$ cat src/rtl/mux8_rr_arbiter.sv
// Gathers words from 8 source channels onto one stream tagged with the source index.
// Latency: a word granted in cycle n is visible on out_data/out_sel in cycle n+1.
// Backpressure: while out_valid=1 and out_ready=0, outputs and pointer freeze and no channel is granted.
module mux8_rr_arbiter #(
  parameter int WIDTH = 16
) (
  input  logic               clock,
  input  logic               reset,
  input  logic [7:0]         in_valid,
  input  logic [8*WIDTH-1:0] in_data,
  output logic [7:0]         in_ready,
  output logic               out_valid,
  input  logic               out_ready,
  output logic [WIDTH-1:0]   out_data,
  output logic [2:0]         out_sel
);

  typedef enum logic {EMPTY = 1'b0, FULL = 1'b1} state_t;

  state_t     state;
  state_t     state_nx;
  logic [2:0] ptr;
  logic [2:0] idx;
  logic [2:0] gnt_idx;
  logic       found;
  logic       can_load;
  logic       grant;

  assign out_valid = (state == FULL);
  assign can_load  = !out_valid | out_ready;

  // Round-robin scan of requests starting at ptr, wrapping 7->0; first hit wins.
  always_comb begin
    found   = 1'b0;
    gnt_idx = 3'd0;
    idx     = 3'd0;
    for (int k = 0; k < 8; k++) begin
      idx = ptr + 3'(k);
      if (!found && in_valid[idx]) begin
        found   = 1'b1;
        gnt_idx = idx;
      end
    end
    // Nothing is consumed while reset is held, so no grant is advertised either.
    grant    = can_load & found & !reset;
    in_ready = grant ? (8'b1 << gnt_idx) : 8'b0;
  end

  // Output register occupancy: a grant always fills it, a drain without grant empties it.
  always_comb begin
    state_nx = state;
    case (state)
      EMPTY: if (grant) state_nx = FULL;
      FULL: begin
        if (grant)          state_nx = FULL;
        else if (out_ready) state_nx = EMPTY;
      end
      default: state_nx = EMPTY;
    endcase
  end

  // Occupancy state register.
  always_ff @(posedge clock) begin
    if (reset) state <= EMPTY;
    else       state <= state_nx;
  end

  // Capture the granted word and its index; the pointer moves only on a grant.
  always_ff @(posedge clock) begin
    if (reset) begin
      out_data <= '0;
      out_sel  <= 3'd0;
      ptr      <= 3'd0;
    end else if (grant) begin
      out_data <= in_data[int'(gnt_idx)*WIDTH +: WIDTH];
      out_sel  <= gnt_idx;
      ptr      <= gnt_idx + 3'd1;
    end
  end

endmodule

$ cat config.mk
export PLATFORM = sky130hd
export DESIGN_NAME = mux8_rr_arbiter
export DESIGN_NICKNAME = d
export VERILOG_FILES = /design/src/rtl/mux8_rr_arbiter.sv
export SDC_FILE = /design/constraint.sdc
export NUM_CORES = 1
export LEC_CHECK = 0
export ABC_AREA = 1
export ABC_CLOCK_PERIOD_IN_PS = 3960
export BUFFER_PORTS_ARGS = -buffer_cell sky130_fd_sc_hd__buf_2
export CORE_UTILIZATION = 25
export CTS_CLUSTER_DIAMETER = 40
export DETAILED_ROUTE_END_ITERATION = 7
export GPL_ROUTABILITY_DRIVEN = 0
export GPL_TIMING_DRIVEN = 0
export PLACE_DENSITY_LB_ADDON = 0.3
export SKIP_CTS_REPAIR_TIMING = 1
export SLEW_MARGIN = 20
export SYNTH_ARGS = -nofsm -noshare
export SYNTH_HDL_FRONTEND = slang
export SYNTH_SLANG_ARGS = --single-unit
$ cat constraint.sdc
create_clock -name clock -period 3.96 [get_ports clock]
set_clock_uncertainty 0.2 [all_clocks]
set_input_delay 0.792 -clock clock [delete_from_list [all_inputs] [get_ports clock]]
set_output_delay 0.792 -clock clock [all_outputs]
set_load 0.02 [all_outputs]
* After elaboration in Yosys (flattened, before gate mapping)
Index checks and enable logic that the tools add are counted.
** Operators by class
- Bitwise logic cells :: 4
- Order comparisons :: 8
- Shift-type cells :: 2
- Add/sub/neg operators :: 8
- Muxes and demuxes :: 37
- Reductions and logical operators :: 16
** Operators with widths (count)
- 128-bit by 8-bit variable part select with 16-bit output :: 1
- 3-bit by 4-bit < comparator with 1-bit output (second input constant) :: 8
- 1-bit binary-select mux with 3-bit select :: 8
- 3-bit 2-to-1 mux :: 8
- 1-bit 2-to-1 mux :: 19
- 3-bit adder (second input constant) :: 4
- 1-bit zero test :: 9
- 8-bit 2-to-1 mux :: 1
- 1-bit by 3-bit << shifter with 8-bit output (first input constant) :: 1
- 1-bit logical AND :: 7
- 3-bit by 1-bit adder with 3-bit output (second input constant) :: 2
- 3-bit by 2-bit adder with 3-bit output (second input constant) :: 2
- 1-bit bitwise AND :: 2
- 1-bit one-hot mux with 2 select lines :: 1
- 1-bit inverter :: 1
- 1-bit bitwise OR :: 1
** Storage, ports and cells
- Word-level logic and storage cells :: 79
- Output and inout port bits :: 28
- Input port bits :: 139
- Bits in registers :: 23

* Depth between registers and ports, before layout
- Word-level depth :: 28
- Gate-level depth with buffers :: 25

* Worst setup path after synthesis
No wires, ideal clock.
- Path kind :: register -> output
- Start :: register ptr[0]
- End :: output port in_ready[7]
- Buffers on the path :: 2
- Cell stages (with the launch flop) :: 20
- Path slack :: 0.056 ns
- Data arrival time :: 2.912 ns
- Path through :: dfxtp_1 > inv_2 > buf_6 > ha_1 > inv_2 > nand3_1 > nand3_1 > nand2_1 > nor2_2 > nand4_2 > nor2_4 > nand2_1 > nor3_2 > nand3b_2 > buf_4 > nand2_1 > inv_1 > ha_1 > inv_1 > nor2_1
** On the way
- Word-level cells in the longest chain between the ends :: 27
** RTL lines
- from (decl) :: line 22 : logic [2:0] ptr;
- from (signal assigned) :: line 77 : ptr <= gnt_idx + 3'd1;
- parallel branches: the longest is 26 deep, another holds 3-bit by 1-bit adder with 3-bit output
- 8-bit 2-to-1 mux (*) :: line 46 : in_ready = grant ? (8'b1 << gnt_idx) : 8'b0;
- to (decl) :: line 11 : output logic [7:0] in_ready,
Every way passes the cells marked *. The select of a mux whose other input is x is not followed.

* Worst setup path after layout
Ends and elaborated chain as after synthesis.

==> impl_metrics.tcl <==
set metrics [dict create \
    final-max-slew-violation-count 0 \
    grt_pass1_vias 3993 \
    root_buffer "clkbuf_16" \
    min_from "out_sel[1]$_SDFFE_PP0P_" \
    coreArea_mm2 0.01272 \
    cp_data_arrival_time_ns 2.95 \
    dr.pass1.iters 5 \
    fin_setup_tns_ns 0 \
    clkTransAtPathRegs_ns 0.06 \
    ys_seq_area_frac 0.1404 \
    clockBufferDepth 2 \
    cts_buffers 3 \
    synthTopCellsByArea "nand2_1, dfxtp_1, nand4_1" \
    htreeDepth 1 \
    rsz0062_at_grt "yes" \
    end_kind "output pin" \
    required_ns 2.97 \
    reg2reg_from "ptr[0]$_SDFFE_PP0P_" \
    antenna_cells 0 \
    synth_cells 627 \
    synth_area_mm2 0.003281 \
    status "complete, no violations" \
    area_growth_pct 57.02 \
    drc_errors 0 \
    antenna_found_initial 0 \
    place_area_mm2 0.004327 \
    drv_cap 0 \
    grt_max_degree 14 \
    start_util 0.2579 \
    final.min_clock_period_ns 3.940 \
    synth_top_area_share 0.3890 \
    fmax_mhz 253.8 \
    die-area_mm2 0.01359 \
    tightestPinTransition_ns 0.4951 \
    die_x_um 116.6 \
    worstSetupPathType "flop to output pin" \
    hold_slack_ns 0.2856 \
    clock_latency_ns 0.26 \
    portBuffers 166 \
    design.portCount 167 \
    layout-drive-gt1-share 0.3771 \
    grt_overflow 0 \
    numClockSinks 23 \
    final_antenna_net_count 0 \
    min_to "out_sel[1]$_SDFFE_PP0P_" \
    ff2ff_setup_slack_ns 0.42 \
    yosys_warnings 0 \
    fin_area_mm2 0.005151 \
    drt_wl_total_um 13830 \
    layout.nets 981 \
    hpwl_um 10620 \
    via_per_inst 4.637 \
    grt_usage 0.1852 \
    wl_per_cell_um 13.70 \
    yosysMostFrequentCell "nand2_1" \
    synth_cell_types 32 \
    maxSlewHeadroom 0.6699 \
    cp_max_fo 7 \
    setup_viol 0 \
    syn_area_per_cell_um2 5.232 \
    final_hold_viol_count 0 \
    cts_tree "done" \
    finalCritPeriodShare 0.9949 \
    async_flop_share 0 \
    r2r-end "out_data[6]$_SDFFE_PP0P_" \
    r2r_cells 20 \
    ys_ff_latch 23 \
    vias 4683 \
    rows 41 \
    die_h_um 116.6 \
    start_kind "flop" \
    drtIter0Drc 234 \
    synthTopCellsByCount "nand2_1, nand4_1, nand3_1, inv_1, nor2_1" \
    min_path_type "flop to flop" \
    syn_nets 769 \
    ys.flop_type "dfxtp_1" \
    grt_pass1_wl_um 19600 \
    hold_depth 2 \
    synth_edf_count 0 \
    synth_area_leader_cell "nand2_1" \
]
## kinds of logic (layout without fill, tap and decap cells)
kind of cell    after synthesis  count (layout)  synth area share
compound gates               17              17           0.03852
xor+xnor                      3               3           0.01831
fa+ha+maj                     3               3           0.01144
buf+inv                      83             294            0.1255
flops                        23              23            0.1404
simple gates                498             498            0.6659
## critical path, cell delays in order, from the launching register on
cell and delay, ns:
dfxtp_4 0.38, inv_6 0.04, buf_8 0.12, ha_4 0.38, nand3_2 0.12, nand3_2 0.09
nand2_2 0.07, nor2_4 0.15, nand4_4 0.11, nor2_4 0.19, nand2_2 0.08, nor3_4 0.22
nand3b_4 0.22, nand2_4 0.07, inv_4 0.05, ha_4 0.12, inv_2 0.03, nor2_2 0.09
buf_6 0.13
## registers in the layout (all words and copies together) (netlist names)
name and cells:
ptr 3, out_valid 1, out_data 16, out_sel 3
## through the flow
step | instances | setup slack (ns) | utilization
3_5_place_dp | 965 | -0.4223 | 0.3401
2_1_floorplan | 627 | 0.05579 | -
6_report | 1010 | 0.02027 | 0.4049
4_1_cts | 969 | -0.7157 | 0.3464
5_1_grt | 1010 | -0.1353 | 0.4049
3_3_place_gp | 965 | -0.4597 | 0.3401
## worst max path at each step
stage | start | cells after the start | end
global placement | ptr[0]$_SDFFE_PP0P_ | 20 | in_ready[7]
finish | ptr[0]$_SDFFE_PP0P_ | 18 | in_ready[7]
global route | ptr[0]$_SDFFE_PP0P_ | 17 | in_ready[6]
CTS | ptr[0]$_SDFFE_PP0P_ | 20 | in_ready[7]
detailed placement | ptr[0]$_SDFFE_PP0P_ | 20 | in_ready[7]
floorplan | ptr[0]$_SDFFE_PP0P_ | 19 | in_ready[7]
## final cells by class
| type | instances | area, µm² |
|---|---|---|
| fill | 1440 | 7571 |
| multi-input combinational | 521 | 2734 |
| timing repair buffer | 209 | 1210 |
| sequential | 23 | 465.4 |
| buffer | 42 | 272.8 |
| tap | 172 | 215.2 |
| inverter | 39 | 173.9 |
| clock buffer | 3 | 75.07 |
| clock inverter | 1 | 5.005 |
## cell usage in the layout (no fill, tap or decap), types with 2 or more instances in the layout
cell and n:
nand2_1 329, buf_2 174, nand4_1 66, buf_4 51, nand3_1 37, inv_1 30
dfxtp_1 21, nor2_4 15, nor2_1 13, nand2_2 12, buf_6 11, buf_1 10
nand3_4 9, nand3_2 8, o21ai_0 5, inv_2 4, clkbuf_16 4, o21ai_1 3
nand2_4 3, nor2_2 3, inv_6 2, inv_8 2, clkbuf_1 2, a21oi_1 2
ha_4 2
## routing by layer
| metal | wire [µm] | global-route usage | share of wire | vias up |
|---|---|---|---|---|
| li1 | - | - | - | 2445 |
| met1 | 6207 | 0.2537 | 0.45 | 2063 |
| met2 | 6701 | 0.3112 | 0.48 | 159 |
| met3 | 753 | 0.02698 | 0.054 | 16 |
| met4 | 171 | 0.03038 | 0.012 | 0 |
| met5 | 0 | 0 | 0 | - |
Power is left out: the tool's default activity adds up to more than one toggle a clock period on the data nets, which glitch-free logic cannot reach.
